**src/rtl/cv32e40p_ft_pkg.sv**
```systemverilog
// Shared types and helpers for the FT supervisor and its counters.
// Contents: command opcodes, supervisor FSM states, block-index width,
// and a 3-bit population count used for the two-replicas-lost alarm.
package cv32e40p_ft_pkg;

    localparam int unsigned FT_SUP_BLK_W = 4;

    typedef enum logic [1:0] {
        READ_CNT = 2'd0,
        CLEAR    = 2'd1,
        FORCE    = 2'd2,
        RELEASE  = 2'd3
    } ft_cmd_op_e;

    typedef enum logic [1:0] {
        IDLE = 2'd0,
        EXEC = 2'd1,
        RESP = 2'd2
    } ft_sup_state_e;

    function automatic logic [1:0] ft_popcnt3(input logic [2:0] v);
        return {1'b0, v[0]} + {1'b0, v[1]} + {1'b0, v[2]};
    endfunction

endpackage

```
**src/rtl/cv32e40p_ft_sat_counter.sv**
```systemverilog
// Saturating up-counter for FT error statistics.
// Ports:
//   clk, rst_n : clock, asynchronous active-low reset
//   inc_i      : add one this cycle (ignored once all ones)
//   clr_i      : force to zero; wins over inc_i
//   cnt_o      : current count
module cv32e40p_ft_sat_counter #(
    parameter int unsigned W = 16
) (
    input  logic         clk,
    input  logic         rst_n,
    input  logic         inc_i,
    input  logic         clr_i,
    output logic [W-1:0] cnt_o
);

    logic [W-1:0] cnt_q, cnt_d;

    always_comb begin
        cnt_d = cnt_q;
        if (clr_i) begin
            cnt_d = '0;
        end else if (inc_i && (cnt_q != '1)) begin
            cnt_d = cnt_q + W'(1);
        end
    end

    always_ff @(posedge clk or negedge rst_n) begin
        if (!rst_n) begin
            cnt_q <= '0;
        end else begin
            cnt_q <= cnt_d;
        end
    end

    assign cnt_o = cnt_q;

endmodule

```
**src/rtl/cv32e40p_ft_supervisor.sv**
```systemverilog
// Supervisor for NBLK TMR blocks: per-block detected/corrected error
// counters, loss-of-protection flags, and a command port for reading and
// clearing counters and forcing/releasing replica breakage.
// Ports:
//   err_detected_i/err_corrected_i : per-block voter pulses
//   is_broken_i / set_broken_o     : per-block, per-replica flags, bit b*3+r
//   cmd_*                          : valid/ready command request
//   rsp_*                          : one-cycle response strobe, payload, error
//   degraded_o                     : some replica broken (registered)
//   alarm_o                        : sticky, some block lost >= 2 replicas
//
// state | meaning
// IDLE  | ready for a command
// EXEC  | apply side effect of the registered command, capture payload
// RESP  | present response for one cycle
module cv32e40p_ft_supervisor
    import cv32e40p_ft_pkg::*;
#(
    parameter int unsigned NBLK  = 4,
    parameter int unsigned CNT_W = 16
) (
    input  logic                    clk,
    input  logic                    rst_n,
    input  logic [NBLK-1:0]         err_detected_i,
    input  logic [NBLK-1:0]         err_corrected_i,
    input  logic [NBLK*3-1:0]       is_broken_i,
    output logic [NBLK*3-1:0]       set_broken_o,
    input  logic                    cmd_valid_i,
    output logic                    cmd_ready_o,
    input  logic [1:0]              cmd_op_i,
    input  logic [FT_SUP_BLK_W-1:0] cmd_blk_i,
    input  logic [1:0]              cmd_rep_i,
    output logic                    rsp_valid_o,
    output logic [2*CNT_W-1:0]      rsp_data_o,
    output logic                    rsp_err_o,
    output logic                    degraded_o,
    output logic                    alarm_o
);

    ft_sup_state_e           state_q, state_d;
    ft_cmd_op_e              op_q;
    logic [FT_SUP_BLK_W-1:0] blk_q;
    logic [1:0]              rep_q;
    logic                    bad_q;
    logic [NBLK*3-1:0]       set_broken_q, set_broken_d;
    logic [2*CNT_W-1:0]      rsp_data_q, rsp_data_d;
    logic                    rsp_err_q, rsp_err_d;
    logic                    alarm_q, alarm_d;
    logic                    degraded_q;

    logic                    accept;
    logic                    cmd_bad;
    logic                    exec_ok;
    logic                    clr_exec;
    logic [NBLK-1:0]         clr_vec;
    logic [CNT_W-1:0]        det_cnt [NBLK];
    logic [CNT_W-1:0]        cor_cnt [NBLK];
    logic [CNT_W-1:0]        sel_det, sel_cor;
    logic [2:0]              sel_brk;
    logic                    any2;

    // Index validity is judged once at accept so EXEC only needs one flag.
    assign cmd_bad  = (32'(cmd_blk_i) >= NBLK) || (cmd_op_i[1] && (cmd_rep_i == 2'd3));
    assign exec_ok  = (state_q == EXEC) && !bad_q;
    assign clr_exec = exec_ok && (op_q == CLEAR);

    always_comb begin
        state_d     = state_q;
        cmd_ready_o = 1'b0;
        rsp_valid_o = 1'b0;
        accept      = 1'b0;
        unique case (state_q)
            IDLE: begin
                cmd_ready_o = 1'b1;
                if (cmd_valid_i) begin
                    accept  = 1'b1;
                    state_d = EXEC;
                end
            end
            EXEC: state_d = RESP;
            RESP: begin
                rsp_valid_o = 1'b1;
                state_d     = IDLE;
            end
            default: state_d = IDLE;
        endcase
    end

    for (genvar b = 0; b < NBLK; b++) begin : g_blk
        assign clr_vec[b] = clr_exec && (blk_q == FT_SUP_BLK_W'(b));

        cv32e40p_ft_sat_counter #(.W(CNT_W)) u_det_cnt (
            .clk   (clk),
            .rst_n (rst_n),
            .inc_i (err_detected_i[b]),
            .clr_i (clr_vec[b]),
            .cnt_o (det_cnt[b])
        );

        cv32e40p_ft_sat_counter #(.W(CNT_W)) u_cor_cnt (
            .clk   (clk),
            .rst_n (rst_n),
            .inc_i (err_corrected_i[b]),
            .clr_i (clr_vec[b]),
            .cnt_o (cor_cnt[b])
        );
    end

    always_comb begin
        sel_det = '0;
        sel_cor = '0;
        sel_brk = '0;
        any2    = 1'b0;
        for (int b = 0; b < NBLK; b++) begin
            if (blk_q == FT_SUP_BLK_W'(b)) begin
                sel_det = det_cnt[b];
                sel_cor = cor_cnt[b];
                sel_brk = is_broken_i[b*3 +: 3];
            end
            if (ft_popcnt3(is_broken_i[b*3 +: 3]) >= 2'd2) begin
                any2 = 1'b1;
            end
        end
    end

    always_comb begin
        set_broken_d = set_broken_q;
        rsp_data_d   = rsp_data_q;
        rsp_err_d    = rsp_err_q;
        if (state_q == EXEC) begin
            rsp_err_d  = bad_q;
            rsp_data_d = '0;
            if (!bad_q) begin
                unique case (op_q)
                    READ_CNT: rsp_data_d = {sel_det, sel_cor};
                    CLEAR:    rsp_data_d = '0;
                    FORCE, RELEASE: begin
                        // Payload shows the flags before this command takes effect.
                        rsp_data_d = (2*CNT_W)'(sel_brk);
                        for (int b = 0; b < NBLK; b++) begin
                            for (int r = 0; r < 3; r++) begin
                                if ((blk_q == FT_SUP_BLK_W'(b)) && (rep_q == 2'(r))) begin
                                    set_broken_d[b*3 + r] = (op_q == FORCE);
                                end
                            end
                        end
                    end
                    default: rsp_data_d = '0;
                endcase
            end
        end
        // A CLEAR only drops the alarm if no block is still double-broken.
        alarm_d = any2 | (alarm_q & ~clr_exec);
    end

    always_ff @(posedge clk or negedge rst_n) begin
        if (!rst_n) begin
            state_q      <= IDLE;
            op_q         <= READ_CNT;
            blk_q        <= '0;
            rep_q        <= '0;
            bad_q        <= 1'b0;
            set_broken_q <= '0;
            rsp_data_q   <= '0;
            rsp_err_q    <= 1'b0;
            alarm_q      <= 1'b0;
            degraded_q   <= 1'b0;
        end else begin
            state_q <= state_d;
            if (accept) begin
                op_q  <= ft_cmd_op_e'(cmd_op_i);
                blk_q <= cmd_blk_i;
                rep_q <= cmd_rep_i;
                bad_q <= cmd_bad;
            end
            set_broken_q <= set_broken_d;
            rsp_data_q   <= rsp_data_d;
            rsp_err_q    <= rsp_err_d;
            alarm_q      <= alarm_d;
            degraded_q   <= |is_broken_i;
        end
    end

    assign set_broken_o = set_broken_q;
    assign rsp_data_o   = rsp_data_q;
    assign rsp_err_o    = rsp_err_q;
    assign alarm_o      = alarm_q;
    assign degraded_o   = degraded_q;

endmodule
```
**config.mk**
```make
export PLATFORM = sky130hd
export DESIGN_NAME = cv32e40p_ft_supervisor
export DESIGN_NICKNAME = d
export VERILOG_FILES = /design/src/rtl/cv32e40p_ft_pkg.sv /design/src/rtl/cv32e40p_ft_sat_counter.sv /design/src/rtl/cv32e40p_ft_supervisor.sv
export SDC_FILE = /design/constraint.sdc
export NUM_CORES = 1
export LEC_CHECK = 0
export ABC_AREA = 1
export CAP_MARGIN = 20
export CORE_MARGIN = 3
export CORE_UTILIZATION = 30
export CTS_BUF_LIST = sky130_fd_sc_hd__clkbuf_4
export CTS_CLUSTER_SIZE = 12
export DETAILED_ROUTE_END_ITERATION = 12
export GPL_TIMING_DRIVEN = 0
export PLACE_DENSITY = 0.43
export SKIP_CTS_REPAIR_TIMING = 1
export SLEW_MARGIN = 15
export SYNTH_ARGS = -nofsm -noshare
export SYNTH_HDL_FRONTEND = slang
export SYNTH_HIERARCHICAL = 1
export SYNTH_SLANG_ARGS = --single-unit
```
**constraint.sdc**
```tcl
create_clock -name clk -period 4.5 [get_ports clk]
set_input_delay 0.45 -clock clk [delete_from_list [all_inputs] [get_ports clk]]
set_output_delay 0.45 -clock clk [all_outputs]
set_load 0.02 [all_outputs]
```
==> flow_summary.yaml, run 1 <==
critical_path:
  required_ns: 5.04
  cp_data_arrival_time_ns: 3.19
  cp_max_fo: 10
  criticalPathCategory: "reg -> reg"
  crit_path_start_kind: "flop"
  cp-end-kind: "flop"
die:
  die_area_um2: 42000
  core_um2: 38800
  ios: 80
  num_rows: 72
  start_util_pct: 30.6
  die_y_um: 205
  die_w_um: 205
yosys:
  synth_adder_area_share_pct: 1.26
  synthMuxAreaShare_pct: 0
  ys_warn_count: 6
  postSynthNetCount: 1709
  synth_top_flop_cell: "dfrtp_1"
  yosysSeqAreaShare_pct: 39.2
  synth-simple-area-share_pct: 40.9
  synth_compound_area_share_pct: 7.66
  synth_area_um2: 11900
  syn_area_per_cell_um2: 7.13
  syn_inst: 1666
  synth_edf_count: 0
  yosysTopAreaCell: "dfrtp_1"
  ys_top_cells_by_area: "dfrtp_1 39%, nand2_1 19%, nor2_1 6.1%"
  synth_cell_type_count: 37
  synth_seq_cells: 186
  ys_async_sr_fraction_pct: 100
  synth-xor-area-share_pct: 2.95
  synth_top_family_by_area: "simple AND/OR/NAND/NOR gates"
  synth_top_area_share_pct: 39.2
power:
  power_density_nw_per_um2: 309
  ir_worst_vdd_v: 0.000146
  leakage_nw: 6.59
drt:
  drcViolationCount: 0
  drtIter0Drc: 665
  viasPerCell: 4.71
  routed_wl_um: 38200
  avgRoutedWirePerCell_um: 16.6
  dr.pass1.iters: 5
  num_vias: 10800
  final_antenna_net_count: 0
clock_network:
  tritoncts: "built"
  cts_made_buffers: 17
  htree_levels: 4
  cts_root_buffer: "clkbuf_4"
  clk_pin_slew_ns: 0.16
  worstSkewPairLatency_ns: 0.65
  clock-sinks: 186
  cts_buffer_depth: 2
sta:
  max_freq_mhz: 377
  period_needed_ns: 2.65
  min_period_over_period_pct: 59.0
  finalClockSkew_ns: 0.0188
  hold_violations: 0
  worst_slew_pin_slew_ns: 0.719
  setup_viol: 0
  slew_headroom_pct: 52.0
  slew_viol_final: 0
  rsz0062_at_grt: "no"
global_routing:
  grt_max_degree: 85
  antenna_found_initial: 1
  grt_usage_pct: 18.7
  grt_pass1_vias: 10300
  globalRouteOverflowTotal: 0
  grt_first_pass_wirelength_um: 60400
finish:
  stdcell_count: 2300
  layout_commonest_cell: "nand2_1"
  syn2layout_area_growth_pct: 15.4
  nets: 1810
  drive_gt1_share_pct: 9.49
  mostFrequentLayoutCells: "605 x nand2_1, 192 x nor2_1, 186 x dfrtp_1"
  utilization_pct: 35.3
hold_path:
  holdCritPathClass: "in -> async"
placed_design:
  dpl.hpwl_um: 29000
  port_buffers: 79
  globalplace.congestion: 0.837
  dp_cells: 2265
status:
  outcome: "finished clean"
job:
  cap_violations: 0
==> worst paths after layout <==
| kind | startpoint | end | slack [ns] | depth (start not counted) |
|---|---|---|---|---|
| max in group asynchronous | rst_n | g_blk[1].u_det_cnt/cnt_o[2] | 3.54 | 3 |
| worst max register to register | state_q[1] | g_blk[0].u_cor_cnt/cnt_o[8] | 1.85 | 9 |
| worst min-delay path | rst_n | bad_q | 0.22 | 2 |
| min in group clk | cmd_blk_i[1] | blk_q[1] | 0.38 | 3 |
| worst max-delay path | state_q[1] | g_blk[0].u_cor_cnt/cnt_o[8] | 1.85 | 9 |
| worst min register to register | rsp_data_o[9] | rsp_data_o[9] | 0.50 | 2 |
==> synthesized netlist by cell type (3+ instances only) <==
library cell / count
o21bai_1: 16
clkbuf_1: 4
o21ai_1: 34
nand4_1: 80
inv_4: 9
buf_2: 19
nor3_1: 17
xor2_1: 24
nor2_2: 3
nand2_4: 19
buf_6: 8
dfrtp_1: 186
o21ai_4: 8
buf_12: 8
a21oi_1: 35
inv_1: 115
nand3b_1: 4
xnor2_1: 16
nand2_2: 18
nor2_1: 192
nor4_1: 3
nand2_1: 605
nor2_4: 17
ha_1: 12
inv_2: 13
o21ai_0: 57
buf_1: 8
or2_2: 8
nand3_1: 117
==> through the flow <==
stage | hold slack (ns) | area [µm²] | setup WS, ns | power (W) | TNS [ns]
2_1_floorplan | 0.154 | 11900 | 2.70 | 0.00278 | 0
3_3_place_gp | 0.462 | 13300 | -5.84 | 0.00317 | -1081.88
3_5_place_dp | 0.322 | 13400 | 1.82 | 0.00319 | 0
4_1_cts | -0.442 | 13700 | 1.77 | 0.00431 | 0
5_1_grt | 0.149 | 13700 | 1.62 | 0.00453 | 0
6_report | 0.221 | 13700 | 1.85 | 0.00423 | 0
==> flip-flops by register name, summed over array words and instances, names as in the netlist <==
register and cells:
bad_q 1, rsp_data_o 32, degraded_o 1, set_broken_o 12, blk_q 4, g_blk.u_det_cnt/cnt_o 64
state_q 2, alarm_o 1, rsp_err_o 1, rep_q 2, op_q 2, g_blk.u_cor_cnt/cnt_o 64
==> logic make-up after synthesis <==
group	Yosys count
buffers and inverters	187
XOR/XNOR	40
AO/OA/AOI/OAI	154
adder cells (fa/ha/maj)	12
AND/OR/NAND/NOR	1087
flip-flops	186
==> cell type report <==
cell class	instances	area (µm²)
fill	4150	25100
sequential	186	4650
clock buffer	19	143
tap	518	648
buffer	49	405
inverter	138	541
timing repair buffer	82	861
antenna	2	5.00
clock inverter	13	176
multi-input combinational	1293	6270
==> power by group <==
part	internal, W	switching [W]	total, W	leakage (nW)
Clock	0.000447	0.000636	0.00108	0.160
Combinational	0.000385	0.000663	0.00105	3.93
Sequential	0.00185	0.000247	0.00210	2.51
Total	0.00268	0.00155	0.00423	6.59
==> critical path: stages, from the launching register on <==
cell	delay, ns
dfrtp_1	0.41
inv_1	0.10
nand3_2	0.19
nor3_1	0.20
inv_1	0.22
nor2_1	0.56
inv_1	0.28
buf_1	0.33
nand4_1	0.18
nand2_1	0.06
==> routing by layer <==
layer | up-vias | wire length (µm) | track usage, %
li1 | 5568 | - | -
met1 | 5052 | 19600 | 27.8
met2 | 172 | 16800 | 28.0
met3 | 33 | 1170 | 3.10
met4 | 0 | 710 | 4.83
met5 | - | 0 | 0
Note: power is estimated with default switching activity, not from simulation.
==> run 2: changes to the inputs <==
Clock period 4.5 ns to 2.5 ns, I/O delays scaled along.
==> run 2 against run 1 <==
Fmax up 6.6%; sequential power increased by 80%; total power increased by 80%; critical path depth unchanged; via count rose by 0.25%; largest power group unchanged; core utilization grew 0.077 points; worst setup slack worse by 1.8 ns; hold slack worse by 0.11 ns; first-iteration DRC count grew 3.6%; die area stayed put; count of clock-buffer cells in the layout stayed put; critical path type unchanged; register-to-register slack got worse by 1.8 ns.
==> flow_summary.yaml, run 2 (synthesis results as in run 1) <==
power:
  power_density_nw_per_um2: 556
  leakage_nw: 6.60
  ir_worst_vdd_v: 0.000263
die:
  num_rows: 72
  start_util_pct: 30.6
  core_um2: 38800
  die_area_um2: 42000
  die_w_um: 205
  ios: 80
  die_y_um: 205
clock_network:
  tritoncts: "built"
  cts_buffer_depth: 2
  cts_root_buffer: "clkbuf_4"
  clock-sinks: 186
  worstSkewPairLatency_ns: 0.66
  cts_made_buffers: 17
  htree_levels: 4
  clk_pin_slew_ns: 0.16
sta:
  slew_headroom_pct: 51.2
  finalClockSkew_ns: 0.0173
  slew_viol_final: 0
  max_freq_mhz: 402
  finalSetupTns_ns: 0
  worst_slew_pin_slew_ns: 0.733
  setup_viol: 0
  period_needed_ns: 2.49
  rsz0062_at_grt: "yes"
  min_period_over_period_pct: 99.5
  fin_ws_ns: 0.0116
  hold_violations: 0
placed_design:
  globalplace.congestion: 0.837
  port_buffers: 79
  dpl.hpwl_um: 29000
  pre_cts_slack_ns: -0.183
  placed_area_um2: 13400
critical_path:
  required_ns: 3.05
  cp-end-kind: "flop"
  slowest_stage: "dfrtp_1"
  crit_buf_inv: 4
  path_delay_family: "simple AND/OR/NAND/NOR gates"
  crit_path_frequent_cell: "inv_1"
  criticalPathCategory: "reg -> reg"
  crit_path_start_kind: "flop"
  rrSetupSlack_ns: 0.01
  cp_slowest_stage_delay_ns: 0.41
  crit_chain: "inv_1 > nand3_2 > nor3_1 > inv_1 > nor2_2 > inv_1 > buf_1 > nand4_1 > nand2_1"
  cp_max_fo: 10
  cp_data_arrival_time_ns: 3.04
drt:
  drtIter0Drc: 689
  routed_wl_um: 38300
  num_vias: 10900
  avgRoutedWirePerCell_um: 16.6
  viasPerCell: 4.72
  final_antenna_net_count: 0
  drcViolationCount: 0
  dr.pass1.iters: 5
finish:
  final_area_um2: 13700
  drive_gt1_share_pct: 9.77
  syn2layout_area_growth_pct: 15.7
  layout_commonest_cell: "nand2_1"
  mostFrequentLayoutCells: "605 x nand2_1, 188 x nor2_1, 186 x dfrtp_1"
  nets: 1811
global_routing:
  antenna_found_initial: 1
  grt_usage_pct: 18.7
  grt_first_pass_wirelength_um: 60400
  grt_max_degree: 85
  globalRouteOverflowTotal: 0
  grt_pass1_vias: 10300
hold_path:
  holdCritPathClass: "in -> async"
status:
  outcome: "finished clean"
job:
  cap_violations: 0
## run 2: changes by cell type in the layout (fill, tap and decap cells not counted), sizes merged
cell / delta
buf: +1
## run 2: path summary, 6_finish.rpt
path | startpoint | cells after the start | endpoint
max | state_q[1] | 9 | g_blk[0].u_cor_cnt/cnt_o[8]
min | rst_n | 3 | bad_q
max reg2reg | state_q[1] | 9 | g_blk[0].u_cor_cnt/cnt_o[8]
min reg2reg | rsp_data_o[9] | 2 | rsp_data_o[9]
max in group asynchronous | rst_n | 3 | g_blk[1].u_det_cnt/cnt_o[2]
min in group clk | cmd_blk_i[1] | 3 | blk_q[1]
## run 2: worst min-delay path, delay by kind of cell
kind	cells	cell delay, ns
buffers and inverters	3	0.88
## run 2: area by class of cell
| type | count | area, µm² |
|---|---|---|
| fill | 4145 | 25100 |
| multi-input combinational | 1293 | 6280 |
| sequential | 186 | 4650 |
| timing repair buffer | 83 | 881 |
| tap | 518 | 648 |
| inverter | 138 | 541 |
| buffer | 49 | 405 |
| clock inverter | 13 | 176 |
| clock buffer | 19 | 143 |
| antenna | 2 | 5.00 |
## run 2: where the power goes
group	switching (W)	internal, W
registers	0.000444	0.00333
logic	0.00119	0.000696
clock network	0.00116	0.000805
## run 2: per-stage QoR
| step | hold slack, ns | utilization, % | total power [W] | std cells |
|---|---|---|---|---|
| after floorplan | -0.0456 | - | 0.00501 | 1666 |
| after global placement | 0.462 | 34.3 | 0.00571 | 2263 |
| after detailed placement | 0.122 | 34.4 | 0.00574 | 2265 |
| after CTS | -0.642 | 35.3 | 0.00776 | 2297 |
| after global routing | 0.0499 | 35.4 | 0.00817 | 2301 |
| final | 0.107 | 35.4 | 0.00763 | 2301 |
## run 2: metal layers
metal	vias to the layer above	share of wire (%)	GRT usage, %
li1	5564	-	-
met5	-	0	0
met1	5061	51	27.8
met3	35	3.2	3.10
met2	192	44	28.0
met4	0	1.8	4.83
